### src/rtl/spgd_pkg.sv
// Shared defaults and FSM state type for the ADC window controller.
package spgd_pkg;

   localparam int ADC_WIDTH_DEF = 14;
   localparam int ACC_WIDTH_DEF = 32;
   localparam int CNT_WIDTH_DEF = 16;

   typedef enum logic [2:0] {
      ST_IDLE,
      ST_SETTLE,
      ST_ACCUM,
      ST_DONE,
      ST_HOLD
   } state_t;

endpackage

### src/rtl/sat_accumulator.sv
// Saturating signed accumulator with a sticky saturation flag.
// clr has priority over add_en; both act on the rising clock edge.
module sat_accumulator
   import spgd_pkg::*;
#(
   parameter int IN_WIDTH  = ADC_WIDTH_DEF,
   parameter int ACC_WIDTH = ACC_WIDTH_DEF
) (
   input  logic                 clk,
   input  logic                 rst,
   input  logic                 clr,
   input  logic                 add_en,
   input  logic [IN_WIDTH-1:0]  din,
   output logic [ACC_WIDTH-1:0] acc,
   output logic                 sat
);

   localparam logic [ACC_WIDTH-1:0] ACC_MAX = {1'b0, {(ACC_WIDTH-1){1'b1}}};
   localparam logic [ACC_WIDTH-1:0] ACC_MIN = {1'b1, {(ACC_WIDTH-1){1'b0}}};

   logic [ACC_WIDTH-1:0] acc_q, acc_d;
   logic                 sat_q, sat_d;
   logic [ACC_WIDTH:0]   sum;

   always_comb begin
      // one guard bit: overflow shows up as the top two sum bits disagreeing
      sum   = {acc_q[ACC_WIDTH-1], acc_q}
            + {{(ACC_WIDTH+1-IN_WIDTH){din[IN_WIDTH-1]}}, din};
      acc_d = acc_q;
      sat_d = sat_q;
      if (clr) begin
         acc_d = '0;
         sat_d = 1'b0;
      end else if (add_en) begin
         if (sum[ACC_WIDTH] != sum[ACC_WIDTH-1]) begin
            acc_d = sum[ACC_WIDTH] ? ACC_MIN : ACC_MAX;
            sat_d = 1'b1;
         end else begin
            acc_d = sum[ACC_WIDTH-1:0];
         end
      end
   end

   always_ff @(posedge clk or posedge rst) begin
      if (rst) begin
         acc_q <= '0;
         sat_q <= 1'b0;
      end else begin
         acc_q <= acc_d;
         sat_q <= sat_d;
      end
   end

   assign acc = acc_q;
   assign sat = sat_q;

endmodule

### src/rtl/adc_window_ctrl.sv
// ADC measurement window: discard SETTLE_CNT samples, sum SAMPLE_CNT samples.
// Define ADC_WINDOW_MINMAX_EN to also report per-window min/max samples.
module adc_window_ctrl
   import spgd_pkg::*;
#(
   parameter int ADC_WIDTH = ADC_WIDTH_DEF,
   parameter int ACC_WIDTH = ACC_WIDTH_DEF,
   parameter int CNT_WIDTH = CNT_WIDTH_DEF
) (
   input  logic                 ADC_CLK,
   input  logic                 RST,
   input  logic                 ADC_EN,
   input  logic                 ADC_VALID,
   input  logic [ADC_WIDTH-1:0] ADC_DATA,
   input  logic [CNT_WIDTH-1:0] SETTLE_CNT,
   input  logic [CNT_WIDTH-1:0] SAMPLE_CNT,
   output logic                 ADC_DONE,
   output logic [ACC_WIDTH-1:0] ACC_OUT,
   output logic                 ACC_SAT,
   output logic                 BUSY,
   output logic [ADC_WIDTH-1:0] MIN_OUT,
   output logic [ADC_WIDTH-1:0] MAX_OUT
);

   state_t               state_q, state_d;
   logic [CNT_WIDTH-1:0] cnt_q, cnt_d;
   logic [CNT_WIDTH-1:0] settle_q, settle_d;
   logic [CNT_WIDTH-1:0] sample_q, sample_d;
   logic                 done_q, done_d;
   logic [ACC_WIDTH-1:0] acc_out_q, acc_out_d;
   logic                 acc_sat_q, acc_sat_d;
   logic                 acc_clr, acc_add;
   logic [ACC_WIDTH-1:0] acc_sum;
   logic                 acc_ovf;

   always_comb begin
      state_d   = state_q;
      cnt_d     = cnt_q;
      settle_d  = settle_q;
      sample_d  = sample_q;
      done_d    = 1'b0;
      acc_out_d = acc_out_q;
      acc_sat_d = acc_sat_q;
      acc_clr   = 1'b0;
      acc_add   = 1'b0;
      unique case (state_q)
         ST_IDLE: begin
            // a strobe coinciding with window start is deliberately not counted
            if (ADC_EN) begin
               settle_d = SETTLE_CNT;
               sample_d = (SAMPLE_CNT == '0) ? CNT_WIDTH'(1) : SAMPLE_CNT;
               cnt_d    = '0;
               acc_clr  = 1'b1;
               state_d  = (SETTLE_CNT == '0) ? ST_ACCUM : ST_SETTLE;
            end
         end
         ST_SETTLE: begin
            if (!ADC_EN) begin
               state_d = ST_IDLE;
            end else if (ADC_VALID) begin
               if (cnt_q + CNT_WIDTH'(1) == settle_q) begin
                  cnt_d   = '0;
                  state_d = ST_ACCUM;
               end else begin
                  cnt_d = cnt_q + CNT_WIDTH'(1);
               end
            end
         end
         ST_ACCUM: begin
            if (!ADC_EN) begin
               state_d = ST_IDLE;
            end else if (ADC_VALID) begin
               acc_add = 1'b1;
               if (cnt_q + CNT_WIDTH'(1) == sample_q) begin
                  state_d = ST_DONE;
               end else begin
                  cnt_d = cnt_q + CNT_WIDTH'(1);
               end
            end
         end
         ST_DONE: begin
            acc_out_d = acc_sum;
            acc_sat_d = acc_ovf;
            done_d    = 1'b1;
            state_d   = ST_HOLD;
         end
         ST_HOLD: begin
            if (ADC_EN) begin
               done_d = 1'b1;
            end else begin
               state_d = ST_IDLE;
            end
         end
         default: state_d = ST_IDLE;
      endcase
   end

   always_ff @(posedge ADC_CLK or posedge RST) begin
      if (RST) begin
         state_q   <= ST_IDLE;
         cnt_q     <= '0;
         settle_q  <= '0;
         sample_q  <= '0;
         done_q    <= 1'b0;
         acc_out_q <= '0;
         acc_sat_q <= 1'b0;
      end else begin
         state_q   <= state_d;
         cnt_q     <= cnt_d;
         settle_q  <= settle_d;
         sample_q  <= sample_d;
         done_q    <= done_d;
         acc_out_q <= acc_out_d;
         acc_sat_q <= acc_sat_d;
      end
   end

   sat_accumulator #(
      .IN_WIDTH  (ADC_WIDTH),
      .ACC_WIDTH (ACC_WIDTH)
   ) u_acc (
      .clk    (ADC_CLK),
      .rst    (RST),
      .clr    (acc_clr),
      .add_en (acc_add),
      .din    (ADC_DATA),
      .acc    (acc_sum),
      .sat    (acc_ovf)
   );

   assign ADC_DONE = done_q;
   assign ACC_OUT  = acc_out_q;
   assign ACC_SAT  = acc_sat_q;
   assign BUSY     = (state_q == ST_SETTLE) || (state_q == ST_ACCUM);

`ifdef ADC_WINDOW_MINMAX_EN
   localparam logic [ADC_WIDTH-1:0] ADC_MAX = {1'b0, {(ADC_WIDTH-1){1'b1}}};
   localparam logic [ADC_WIDTH-1:0] ADC_MIN = {1'b1, {(ADC_WIDTH-1){1'b0}}};

   logic [ADC_WIDTH-1:0] min_q, min_d, max_q, max_d;
   logic [ADC_WIDTH-1:0] min_out_q, min_out_d, max_out_q, max_out_d;

   always_comb begin
      min_d     = min_q;
      max_d     = max_q;
      min_out_d = min_out_q;
      max_out_d = max_out_q;
      if (acc_clr) begin
         min_d = ADC_MAX;
         max_d = ADC_MIN;
      end else if (acc_add) begin
         if ($signed(ADC_DATA) < $signed(min_q)) min_d = ADC_DATA;
         if ($signed(ADC_DATA) > $signed(max_q)) max_d = ADC_DATA;
      end
      if (state_q == ST_DONE) begin
         min_out_d = min_q;
         max_out_d = max_q;
      end
   end

   always_ff @(posedge ADC_CLK or posedge RST) begin
      if (RST) begin
         min_q     <= '0;
         max_q     <= '0;
         min_out_q <= '0;
         max_out_q <= '0;
      end else begin
         min_q     <= min_d;
         max_q     <= max_d;
         min_out_q <= min_out_d;
         max_out_q <= max_out_d;
      end
   end

   assign MIN_OUT = min_out_q;
   assign MAX_OUT = max_out_q;
`else
   assign MIN_OUT = '0;
   assign MAX_OUT = '0;
`endif

endmodule
### config.mk
export PLATFORM = sky130hd
export DESIGN_NAME = adc_window_ctrl
export DESIGN_NICKNAME = d
export VERILOG_FILES = /design/src/rtl/spgd_pkg.sv /design/src/rtl/sat_accumulator.sv /design/src/rtl/adc_window_ctrl.sv
export SDC_FILE = /design/constraint.sdc
export NUM_CORES = 1
export LEC_CHECK = 0
export BUFFER_PORTS_ARGS = -buffer_cell sky130_fd_sc_hd__buf_2
export CAP_MARGIN = 10
export CORE_MARGIN = 10
export CORE_UTILIZATION = 58
export CTS_CLUSTER_DIAMETER = 120
export DETAILED_ROUTE_END_ITERATION = 16
export GPL_TIMING_DRIVEN = 1
export PLACE_DENSITY = 0.91
export REMOVE_ABC_BUFFERS = 1
export SYNTH_ARGS = -nofsm -noshare
export SYNTH_HDL_FRONTEND = slang
export SYNTH_SLANG_ARGS = --single-unit
### constraint.sdc
create_clock -name ADC_CLK -period 4.6 [get_ports ADC_CLK]
set_input_delay 0.69 -clock ADC_CLK [delete_from_list [all_inputs] [get_ports ADC_CLK]]
set_output_delay 0.69 -clock ADC_CLK [all_outputs]
set_load 0.01 [all_outputs]
; ---- After elaboration in Yosys (flattened, before gate mapping)
; Cells that the tools add are included.
[totals]
input_bits = 50
word_cells = 72
regBits = 118
output_inout_bits = 63
[op_classes]
n_reduce_logical = 11
n_addsub = 2
muxes = 32
n_eq_ne = 18
[op_table]
columns = operator, count
row1 = two-way mux 16 bit, 8
row2 = two-way mux 32 bit, 4
row3 = case mux 16 bit (3 select lines), 1
row4 = adder 32 x 14 -> 33 bit, 1
row5 = == test 16 bit, 2
row6 = logical NOT 16 bit, 2
row7 = two-way mux 3 bit, 8
row8 = "adder 16 x 1 -> 16 bit, second input constant", 1
row9 = case mux 3 bit (5 select lines), 1
row10 = "!= test 2 bit, second input constant", 7
row11 = "!= test 3 bit, second input constant", 4
row12 = two-way mux 1 bit, 8
row13 = AND reduction 7 bit, 1
row14 = "== test 3 x 2 -> 1 bit, second input constant", 2
row15 = AND reduction 6 bit, 1
row16 = AND reduction 2 bit, 2
row17 = nonzero test 2 bit, 2
row18 = "== test 3 x 1 -> 1 bit, second input constant", 1
row19 = "== test 3 bit, second input constant", 1
row20 = logical NOT 3 bit, 1
row21 = nonzero test 3 bit, 1
row22 = two-way mux 2 bit, 1
row23 = case mux 1 bit (2 select lines), 1
row24 = logical OR 1 bit, 1
row25 = != test 1 bit, 1

; ---- Longest topological paths before layout
; Gate-level depths: netlist (run 1).
[logic_depth]
depth_word = 6
mapped_depth = 12
mapped_depth_nobuf = 11

; ---- Cells and area by module
; A second synthesis (run 1) with hierarchy kept.
[unflattened]
hier_cells = 813
area_unflattened_um2 = 7877.6
[by_module_without_submodules]
columns = module, area_each_um2, instances, cells_each
row1 = adc_window_ctrl, 4879.7, 1, 431
row2 = sat_accumulator, 2997.9, 1, 382

; ---- Worst setup path after synthesis (run 1)
; Ideal clock, no wire load.
[synth_timing]
path_kind = input to register
start = input ADC_DATA[9]
end = register u_acc.acc_q[13] (netlist: u_acc.acc[13])
setup_ns = 0.126
path_slack_ns = 1.320
t_arrival_ns = 3.154
n_path_buf = 1
stages = 11
cell_sequence = ha_1 -> and3_1 -> a31o_2 -> or3_1 -> o221ai_1 -> o2111ai_1 -> a211oi_1 -> mux2i_1 -> and2_1 -> clkbuf_1 -> a221o_1
[synth_via]
elab_chain_cells = 5
elab_cells_between_ends = 6
[synth_lines]
columns = item, line_no
row1 = start: declaration, adc_window_ctrl.sv:14  ; input logic [ADC_WIDTH-1:0] ADC_DATA,
row2 = adder 32 x 14 -> 33 bit (*), sat_accumulator.sv:28  ; + {{(ACC_WIDTH+1-IN_WIDTH){din[IN_WIDTH-1]}}, din};
row3 = two-way mux 32 bit or != test 1 bit (tied branches), "sat_accumulator.sv:36, sat_accumulator.sv:35"
row4 = two-way mux 32 bit (*), sat_accumulator.sv:35  ; if (sum[ACC_WIDTH] != sum[ACC_WIDTH-1]) begin
row5 = two-way mux 32 bit (*), sat_accumulator.sv:34  ; end else if (add_en) begin
row6 = two-way mux 32 bit (*), sat_accumulator.sv:31  ; if (clr) begin
row7 = end signal: assignment, sat_accumulator.sv:46  ; acc_q <= '0;
row8 = end signal: assignment, sat_accumulator.sv:49  ; acc_q <= acc_d;
row9 = end: declaration, sat_accumulator.sv:21  ; logic [ACC_WIDTH-1:0] acc_q, acc_d;
; Mark *: on every way between the ends. The rest lies on a longest branch, timed or not. The select of a mux whose other input is x is not followed.
; A chain may end at the register's enable or synchronous reset.

; ---- Worst setup path after layout (run 1)
[layout_timing]
start = register cnt_q[0]
end = register cnt_q[15]
[layout_via]
elab_chain_cells = 6
elab_cells_between_ends = 12
[layout_lines]
columns = item, line_no
row1 = start: declaration, adc_window_ctrl.sv:26  ; logic [CNT_WIDTH-1:0] cnt_q, cnt_d;
row2 = start signal: assignment, adc_window_ctrl.sv:109  ; cnt_q <= cnt_d;
row3 = adder 16 x 1 -> 16 bit (*), n/a
row4 = == test 16 bit, adc_window_ctrl.sv:61  ; if (cnt_q + CNT_WIDTH'(1) == settle_q) begin
row5 = two-way mux 16 bit, adc_window_ctrl.sv:61
row6 = two-way mux 16 bit, adc_window_ctrl.sv:60  ; end else if (ADC_VALID) begin
row7 = two-way mux 16 bit, adc_window_ctrl.sv:58  ; if (!ADC_EN) begin
row8 = case mux 16 bit (3 select lines), adc_window_ctrl.sv:46  ; unique case (state_q)
; Marked as above.

==> summary.txt, run 1 <==
Timing
  • Slew margin rel.: 0.427
  • Final clock skew: 0.00930 ns
  • Fin crit share: 0.850
  • Worst-margin pin slew: 0.859 ns
  • Worst Hold Margin: 0.262 ns
  • Minimum clock period after layout: 3.91 ns
  • Final Slew Violations: 0
  • Fmax: 256 MHz
  • Worst Setup Slack, final: 0.688 ns
  • Hold Vio Cnt, Final: 0
  • Final setup viols: 0
  • RSZ-0062 raised after global routing: false

Pwr
  • Overall Power: 2.77 mW
  • Power Internal: 2.08 mW
  • Peak supply drop: 0.276 mV
  • Leakage power: 4.10 nW
  • Power Density: 323 nW/um^2
  • Combinational Power Share: 0.112
  • Sw Ratio: 0.247
  • Clk pwr share: 0.479
  • Sequential Power Share: 0.409
  • Switch Pwr: 0.683 mW

Synth
  • Post-synth top flop: dfrtp_1
  • Unique masters post-synth: 71
  • Yosys top cell by area: dfrtp_1
  • Synth Register Bits: 118
  • Synth warnings: 0
  • Sequential area share after synthesis: 0.394
  • Async S/R FF share, synth: 1.00
  • Synth top area cells: dfrtp_1 39%, mux2_2 9.6%, ha_1 5.5%
  • Count leader, synth: dfrtp_1
  • Syn avg cell area: 10.4 um^2
  • Cell Area, Synth: 7500 um^2
  • Yosys top cell area share: 0.394
  • Synth Instances: 721
  • EDFF count, synth: 0
  • Synth cell count leaders: 118 x dfrtp_1, 64 x mux2_2, 46 x xnor2_1

Detailed routing
  • DRC Markers: 0
  • ANT nets after route: 0
  • Via-to-Cell Ratio: 6.09
  • Routed Wire Length: 19000 um
  • Initial DRT Pass Iterations: 5
  • Via count: 6020
  • Wirelength per Cell: 19.2 um
  • Starting DRT DRC Count: 445

Placed design
  • HPWL after detailed placement: 13600 um
  • I/O Buffers: 84
  • DP Worst Slack: 0.360 ns
  • Post-DP Area: 7980 um^2
  • Final GP Congestion: 0.930

Clocking
  • Worst-skew pair later-pin latency: 0.42 ns
  • # resized after CTS: 0
  • Clk buf depth: 2
  • Number of CTS-inserted buffers: 17
  • Setup repair bufs after CTS: 0
  • Clock Pin Slew Worst Setup and Hold Paths: 0.06 ns
  • Clk sink count: 118
  • Root Buffer: clkbuf_16
  • Hold_buf cts: 0
  • CTS tree: done
  • CTS H-tree lvls: 4

Global route
  • GRT overflow: 0
  • GRT Total Usage: 0.212
  • Largest net degree at the start of global routing: 53
  • Initial antenna violation count: 0
  • First-pass GRT wire length: 30900 um
  • Number of global-route vias before repair: 6126

Critical path
  • Crit. End Element: flop
  • Worst r2r src: cnt_q[0]
  • CP max stage delay: 0.58 ns
  • CP Data Required Time: 4.89 ns
  • R2R Setup Slk: 0.69 ns
  • Nature of the critical path startpoint: flop
  • Max FO, Critical Path: 15
  • CP max-delay cell: or4_1
  • Worst EP arrival: 4.20 ns
  • Worst r2r path cells: 12
  • CP cell instances: ha_1, nand2_1, nor2_1, xnor2_1, xnor2_1, or4_1, nor4_1, a21boi_2, buf_4, nand2b_1, buf_4, o31ai_1
  • Reg-to-reg endpoint: cnt_q[15]
  • Critical setup path kind: flop to flop

Floorplanning
  • Core region area: 12700 um^2
  • Die span in y: 134 um
  • Width of the die: 134 um
  • Starting Density: 0.592
  • Die ar.: 17900 um^2
  • Site row count: 41
  • Top-Level Pins: 113

Cells and area
  • Final-stage net count: 889
  • Register area: 2950 um^2
  • Area growth from synthesis to layout: 14.0%
  • ANT cells: 0
  • Layout cells sized above 1: 0.254
  • Design area: 8560 um^2
  • # fillers: 953
  • Area of the multi-input gates: 4230 um^2

Run status
  • Status: complete, no violations

Job
  • # Max-Cap Violations: 0

Worst hold path
  • Hold Path Class: input port to asynchronous set/reset pin
-- power by group through the flow --
stage               combinational, mW  clock [mW]  sequential, mW
floorplan                       0.223           0            1.14
global placement                0.292           0            1.15
detailed placement              0.302           0            1.15
CTS                             0.308        1.33            1.13
global route                    0.339        1.38            1.14
finish                          0.309        1.33            1.13
-- worst max-delay path by stage --
stage | from | cells after the start | endpoint
floorplan | ADC_EN | 4 | u_acc.acc[0]
global placement | ADC_DATA[13] | 11 | u_acc.acc[2]
detailed placement | ADC_DATA[13] | 11 | u_acc.acc[20]
CTS | cnt_q[0] | 12 | cnt_q[11]
global route | cnt_q[0] | 12 | cnt_q[15]
finish | cnt_q[0] | 12 | cnt_q[15]
-- final cells by class --
type	count	area share
Sequential cell	118	0.345
Clock inverter	10	0.0154
Inverter	18	0.00819
Clock buffer	20	0.0522
Multi-Input combinational cell	554	0.494
Timing Repair Buffer	96	0.0597
Tap cell	172	0.0252
-- placed cells by master, fill, tap and decap left out, types with 12 or more instances in the layout --
cell type / Yosys / final
o21ai_0: 21 / 21
mux2_2: 64 / 64
nand2_1: 36 / 36
dfrtp_1: 118 / 118
ha_1: 33 / 33
buf_4: 30 / 12
clkbuf_16: 0 / 17
and3_1: 12 / 12
nor2b_1: 12 / 12
nand3_1: 20 / 20
a21oi_1: 38 / 38
buf_2: 6 / 84
xor2_1: 22 / 22
a221o_1: 24 / 24
nor2_1: 26 / 26
conb_1: 1 / 28
xnor2_1: 46 / 46
inv_1: 18 / 17
-- cell families after synthesis --
kind of cell / share of synthesized area
adders and majority gates: 0.0577
DFF: 0.394
muxes: 0.0974
other: 0.000500
xor gates and xnor gates: 0.0854
buffers and inverters: 0.0570
AOI/OAI and AO/OA: 0.175
and+or+nand+nor: 0.133
-- state kept, by name (all words and copies together), names as in the netlist --
signal,count
state_q,3
cnt_q,16
u_acc.acc,32
ADC_DONE,1
settle_q,16
u_acc.sat,1
sample_q,16
ACC_OUT,32
ACC_SAT,1
-- layer usage --
| metal | global-route usage | wire length (um) | vias up |
|---|---|---|---|
| met5 | 0 | 0 | - |
| met4 | 0.0804 | 488 | 0 |
| met3 | 0.0579 | 1190 | 33 |
| met2 | 0.361 | 9510 | 224 |
| met1 | 0.250 | 7820 | 2965 |
| li1 | - | - | 2798 |
-- worst max-delay path: cells and delay by family, from the launching register on --
kind / cells / cell delay [ns]
AOI/OAI and AO/OA: 2 / 0.19
buffers and inverters: 2 / 0.47
adders and majority gates: 1 / 0.30
xor gates and xnor gates: 2 / 0.29
DFF: 1 / 0.46
and+or+nand+nor: 5 / 2.04
-- stage by stage --
| step | setup TNS, ns | util | cells |
|---|---|---|---|
| floorplan | -3.80 | - | 690 |
| global placement | 0 | 0.630 | 958 |
| detailed placement | 0 | 0.630 | 958 |
| CTS | 0 | 0.675 | 988 |
| global route | 0 | 0.675 | 988 |
| finish | 0 | 0.675 | 988 |
Power figures use the tool's default switching activity.
==> run 2: changes to the inputs <==
Settings changed: CORE_UTILIZATION 58 to 60, MAX_ROUTING_LAYER from default to met4, PLACE_DENSITY 0.91 to 0.93.
Clock period 4.6 ns to 5 ns, I/O delays scaled along.
==> summary.txt, run 2 (same netlist as run 1, synthesis figures left out) <==
Run status
  • Status: complete, no violations

Floorplanning
  • Starting Density: 0.620
  • Core region area: 12100 um^2
  • Site row count: 40
  • Die ar.: 17400 um^2
  • Width of the die: 132 um
  • Die span in y: 132 um
  • Top-Level Pins: 113

Clocking
  • Clk sink count: 118
  • CTS H-tree lvls: 4
  • CTS tree: done
  • Root Buffer: clkbuf_16
  • Number of CTS-inserted buffers: 17
  • Worst-skew pair later-pin latency: 0.44 ns
  • Clk buf depth: 2
  • Hold_buf cts: 0
  • Setup repair bufs after CTS: 0
  • Clock Pin Slew Worst Setup and Hold Paths: 0.06 ns
  • # resized after CTS: 0

Timing
  • Minimum clock period after layout: 3.99 ns
  • Worst Hold Margin: 0.316 ns
  • Final setup viols: 0
  • Fin crit share: 0.798
  • RSZ-0062 raised after global routing: false
  • Hold Vio Cnt, Final: 0
  • Final Slew Violations: 0
  • Worst-margin pin slew: 0.869 ns
  • Setup TNS: 0 ns
  • Final clock skew: 0.00963 ns
  • Slew margin rel.: 0.421
  • Fmax: 251 MHz

Cells and area
  • Layout cells sized above 1: 0.254
  • ANT cells: 0
  • Area growth from synthesis to layout: 13.3%
  • Fin util: 0.702
  • Fin cells: 982
  • # fillers: 896
  • Most common cell after layout, fill and taps aside: dfrtp_1
  • Final-stage net count: 885
  • Most frequent cells in the layout: 118 x dfrtp_1, 84 x buf_2, 64 x mux2_2

Critical path
  • Worst Setup SP: cnt_q[0]
  • Max FO, Critical Path: 16
  • Worst r2r path cells: 10
  • Reg-to-reg endpoint: cnt_q[2]
  • Worst r2r src: cnt_q[0]
  • Worst EP arrival: 4.28 ns
  • Nature of the critical path startpoint: flop
  • R2R Setup Slk: 1.01 ns
  • CP Data Required Time: 5.29 ns
  • CP Capture Point: cnt_q[2]
  • Crit. End Element: flop
  • Critical setup path kind: flop to flop

Global route
  • First-pass GRT wire length: 30000 um
  • Initial antenna violation count: 0
  • Number of global-route vias before repair: 6125
  • GRT overflow: 0
  • GRT Total Usage: 0.215
  • Largest net degree at the start of global routing: 47

Pwr
  • Power Internal: 1.81 mW
  • Switch Pwr: 0.667 mW
  • Leakage power: 4.05 nW
  • Sw Ratio: 0.269
  • Power Density: 291 nW/um^2
  • Clk pwr share: 0.466
  • Combinational Power Share: 0.113
  • Sequential Power Share: 0.421
  • Peak supply drop: 0.252 mV

Detailed routing
  • DRC Markers: 0
  • Initial DRT Pass Iterations: 5
  • Routed Wire Length: 18200 um
  • Via-to-Cell Ratio: 6.03
  • ANT nets after route: 0
  • Starting DRT DRC Count: 424
  • Via count: 5923
  • Wirelength per Cell: 18.5 um

Placed design
  • HPWL after detailed placement: 13000 um
  • Placed instance count: 950
  • Final GP Congestion: 1.01
  • I/O Buffers: 84

Worst hold path
  • Hold Path Class: input port to asynchronous set/reset pin

Job
  • # Max-Cap Violations: 0
==> run 2: layout make-up <==
class | instances | area, um^2 | area share
clock buffer | 17 | 425 | 0.0500
inverter | 18 | 70.1 | 0.00824
tap | 168 | 210 | 0.0247
clock inverter | 15 | 134 | 0.0157
sequential | 118 | 2950 | 0.347
timing repair buffer | 92 | 480 | 0.0565
multi-input combinational | 554 | 4230 | 0.497
==> run 2: routing by layer <==
layer	GRT usage	routed length, um	vias up
li1	-	-	2796
met3	0.0583	969	42
met2	0.349	8950	194
met5	-	0	-
met1	0.246	7770	2891
met4	0.0927	506	0
==> run 2: power by group through the flow <==
stage	combinational (mW)	clock, mW	sequential, mW
final	0.279	1.16	1.04
after global routing	0.308	1.22	1.05
after CTS	0.278	1.17	1.04
after detailed placement	0.275	0	1.06
after global placement	0.265	0	1.06
after floorplan	0.205	0	1.05
==> run 2: worst max-delay path, cell delays in order (launching register included) <==
cell,delay (ns)
dfrtp_1,0.45
ha_1,0.29
nand2_1,0.29
nor2_1,0.32
xnor2_1,0.19
xnor2_1,0.08
or4_1,0.58
nor4_1,0.49
a21boi_2,0.34
nand2b_1,0.65
o22ai_2,0.15
==> run 2: per-stage QoR <==
step	power (mW)	setup slack, ns	instance area, um^2
2_1_floorplan	1.25	0.186	7240
3_3_place_gp	1.32	0.897	7940
3_5_place_dp	1.33	0.771	7940
4_1_cts	2.49	1.03	8500
5_1_grt	2.57	0.668	8500
6_report	2.48	1.01	8500
==> run 2: how the worst min path moves through the flow <==
| stage | start | to | slack (ns) | cells after the start |
|---|---|---|---|---|
| finish | RST | settle_q[6] | 0.32 | 2 |
| global route | RST | settle_q[6] | 0.34 | 2 |
| CTS | RST | cnt_q[9] | 0.33 | 2 |
| detailed placement | ACC_OUT[7] | ACC_OUT[7] | 0.49 | 1 |
| global placement | ACC_SAT | ACC_SAT | 0.46 | 2 |
| floorplan | cnt_q[1] | cnt_q[1] | 0.48 | 2 |
==> run 3: changes to the inputs <==
Settings changed: CORE_UTILIZATION 60 to 52, PLACE_DENSITY 0.93 to 0.87.
Clock period 5 ns to 3.6 ns, I/O delays scaled along.
==> summary.txt, run 3 (same netlist as run 1, synthesis figures left out) <==
Critical path
  • Crit. End Element: flop
  • CP Data Required Time: 3.90 ns
  • CP max stage delay: 0.53 ns
  • CP max-delay cell: or4_4
  • Max FO, Critical Path: 6
  • Worst EP arrival: 3.71 ns
  • CP bufs+invs: 0
  • CP cell instances: ha_1, nand2_1, or3_1, xor2_1, xor2_1, nand4b_1, or4_4, or3_1, a221oi_1
  • Nature of the critical path startpoint: flop
  • CP delay by family, top: simple AND/OR/NAND/NOR gates
  • Critical setup path kind: flop to flop

Worst hold path
  • Hold Path Class: input port to asynchronous set/reset pin

Clocking
  • Worst-skew pair later-pin latency: 0.43 ns
  • Clk buf depth: 2
  • Number of CTS-inserted buffers: 17
  • CTS tree: done
  • Root Buffer: clkbuf_16
  • Setup repair bufs after CTS: 0
  • CTS H-tree lvls: 4
  • Clock Pin Slew Worst Setup and Hold Paths: 0.06 ns
  • Clk sink count: 118
  • Hold_buf cts: 0

Cells and area
  • Area growth from synthesis to layout: 16.6%
  • Most frequent cells in the layout: 118 x dfrtp_1, 84 x buf_2, 64 x mux2_2
  • Most common cell after layout, fill and taps aside: dfrtp_1
  • Fin cells: 1013
  • Final-stage net count: 904
  • # fillers: 1108
  • ANT cells: 0
  • Layout cells sized above 1: 0.269

Detailed routing
  • Routed Wire Length: 19100 um
  • Via-to-Cell Ratio: 6.04
  • Starting DRT DRC Count: 447
  • DRC Markers: 0
  • Via count: 6117
  • Initial DRT Pass Iterations: 5
  • Wirelength per Cell: 18.9 um
  • ANT nets after route: 0

Global route
  • GRT overflow: 0
  • First-pass GRT wire length: 31000 um
  • GRT Total Usage: 0.196
  • Largest net degree at the start of global routing: 61
  • Number of global-route vias before repair: 6312
  • Initial antenna violation count: 0

Timing
  • RSZ-0062 raised after global routing: false
  • Worst-margin pin slew: 0.763 ns
  • Fin crit share: 0.946
  • Slew margin rel.: 0.492
  • Setup TNS: 0 ns
  • Fmax: 294 MHz
  • Worst Hold Margin: 0.264 ns
  • Minimum clock period after layout: 3.41 ns
  • Final clock skew: 0.0112 ns
  • Hold Vio Cnt, Final: 0
  • Final Slew Violations: 0
  • Final setup viols: 0
  • Worst Setup Slack, final: 0.194 ns

Floorplanning
  • Top-Level Pins: 113
  • Core region area: 14000 um^2
  • Die span in y: 140 um
  • Starting Density: 0.536
  • Site row count: 43
  • Width of the die: 140 um
  • Die ar.: 19600 um^2

Pwr
  • Overall Power: 3.57 mW
  • Combinational Power Share: 0.113
  • Switch Pwr: 0.876 mW
  • Leakage power: 4.19 nW
  • Power Density: 408 nW/um^2
  • Power Internal: 2.70 mW
  • Sequential Power Share: 0.406
  • Peak supply drop: 0.356 mV
  • Sw Ratio: 0.245
  • Clk pwr share: 0.481

Run status
  • Status: complete, no violations

Placed design
  • DP Worst Slack: 0.0599 ns
  • Placed instance count: 981
  • I/O Buffers: 84
  • Final GP Congestion: 0.953
  • HPWL after detailed placement: 13800 um

Job
  • # Max-Cap Violations: 0
-- run 3: changes by cell type in the layout (fill, tap and decap cells not counted), sizes merged --
| cell | delta |
|---|---|
| clkinv | -1 |
| inv | -1 |
| clkinvlp | -5 |
| bufinv | +2 |
| buf | +19 |
| clkbuf | +5 |
-- run 3: metal layers --
layer	GRT usage	routed length, um	share of wire	vias up
met5	-	0	0	-
met4	0.0717	445	0.023	0
met3	0.0490	993	0.052	39
met2	0.328	9650	0.50	227
met1	0.224	8050	0.42	3017
li1	-	-	-	2834
-- run 3: worst reg2reg max path: cells and delay by family (launching register included) --
kind / cells / cell delay, ns
flops: 1 / 0.47
compound gates: 1 / 0.33
xor+xnor: 2 / 0.51
fa+ha+maj: 1 / 0.31
simple gates: 5 / 1.66
-- run 3: final timing paths --
path                                startpoint            to  slack [ns]  cells after the start
worst max-delay path                  cnt_q[0]    state_q[0]        0.19                      9
min in group ADC_CLK            SAMPLE_CNT[13]  sample_q[13]        0.37                      2
max in group asynchronous                  RST      cnt_q[2]        2.55                      3
worst min register to register         ACC_SAT       ACC_SAT        0.48                      2
worst max register to register        cnt_q[0]    state_q[0]        0.19                      9
worst min-delay path                       RST  u_acc.acc[7]        0.26                      2
-- run 3: through the flow --
stage,utilization,cell area (um^2)
finish,0.625,8750
global route,0.625,8750
CTS,0.625,8740
detailed placement,0.583,8150
global placement,0.583,8150
floorplan,-,7240
-- run 3: layout make-up --
type | count | area (um^2) | area share
Multi-Input combinational cell | 554 | 4240 | 0.484
Sequential cell | 118 | 2950 | 0.338
Timing Repair Buffer | 111 | 673 | 0.0769
Clock buffer | 22 | 464 | 0.0531
Tap cell | 180 | 225 | 0.0257
Clock inverter | 10 | 128 | 0.0146
Inverter | 18 | 70.1 | 0.00801
-- run 3: power by group through the flow --
stage	registers (mW)	logic [mW]	clock network [mW]
after CTS	1.45	0.404	1.73
after global placement	1.47	0.382	0
after global routing	1.46	0.447	1.79
after floorplan	1.45	0.285	0
final	1.45	0.405	1.72
after detailed placement	1.47	0.396	0
-- run 3: timing repair --
action | in CTS | in global routing
setup endpoints to repair | 0 | 4
gates resized for setup | 0 | 1
hold endpoints to repair | 0 | 0
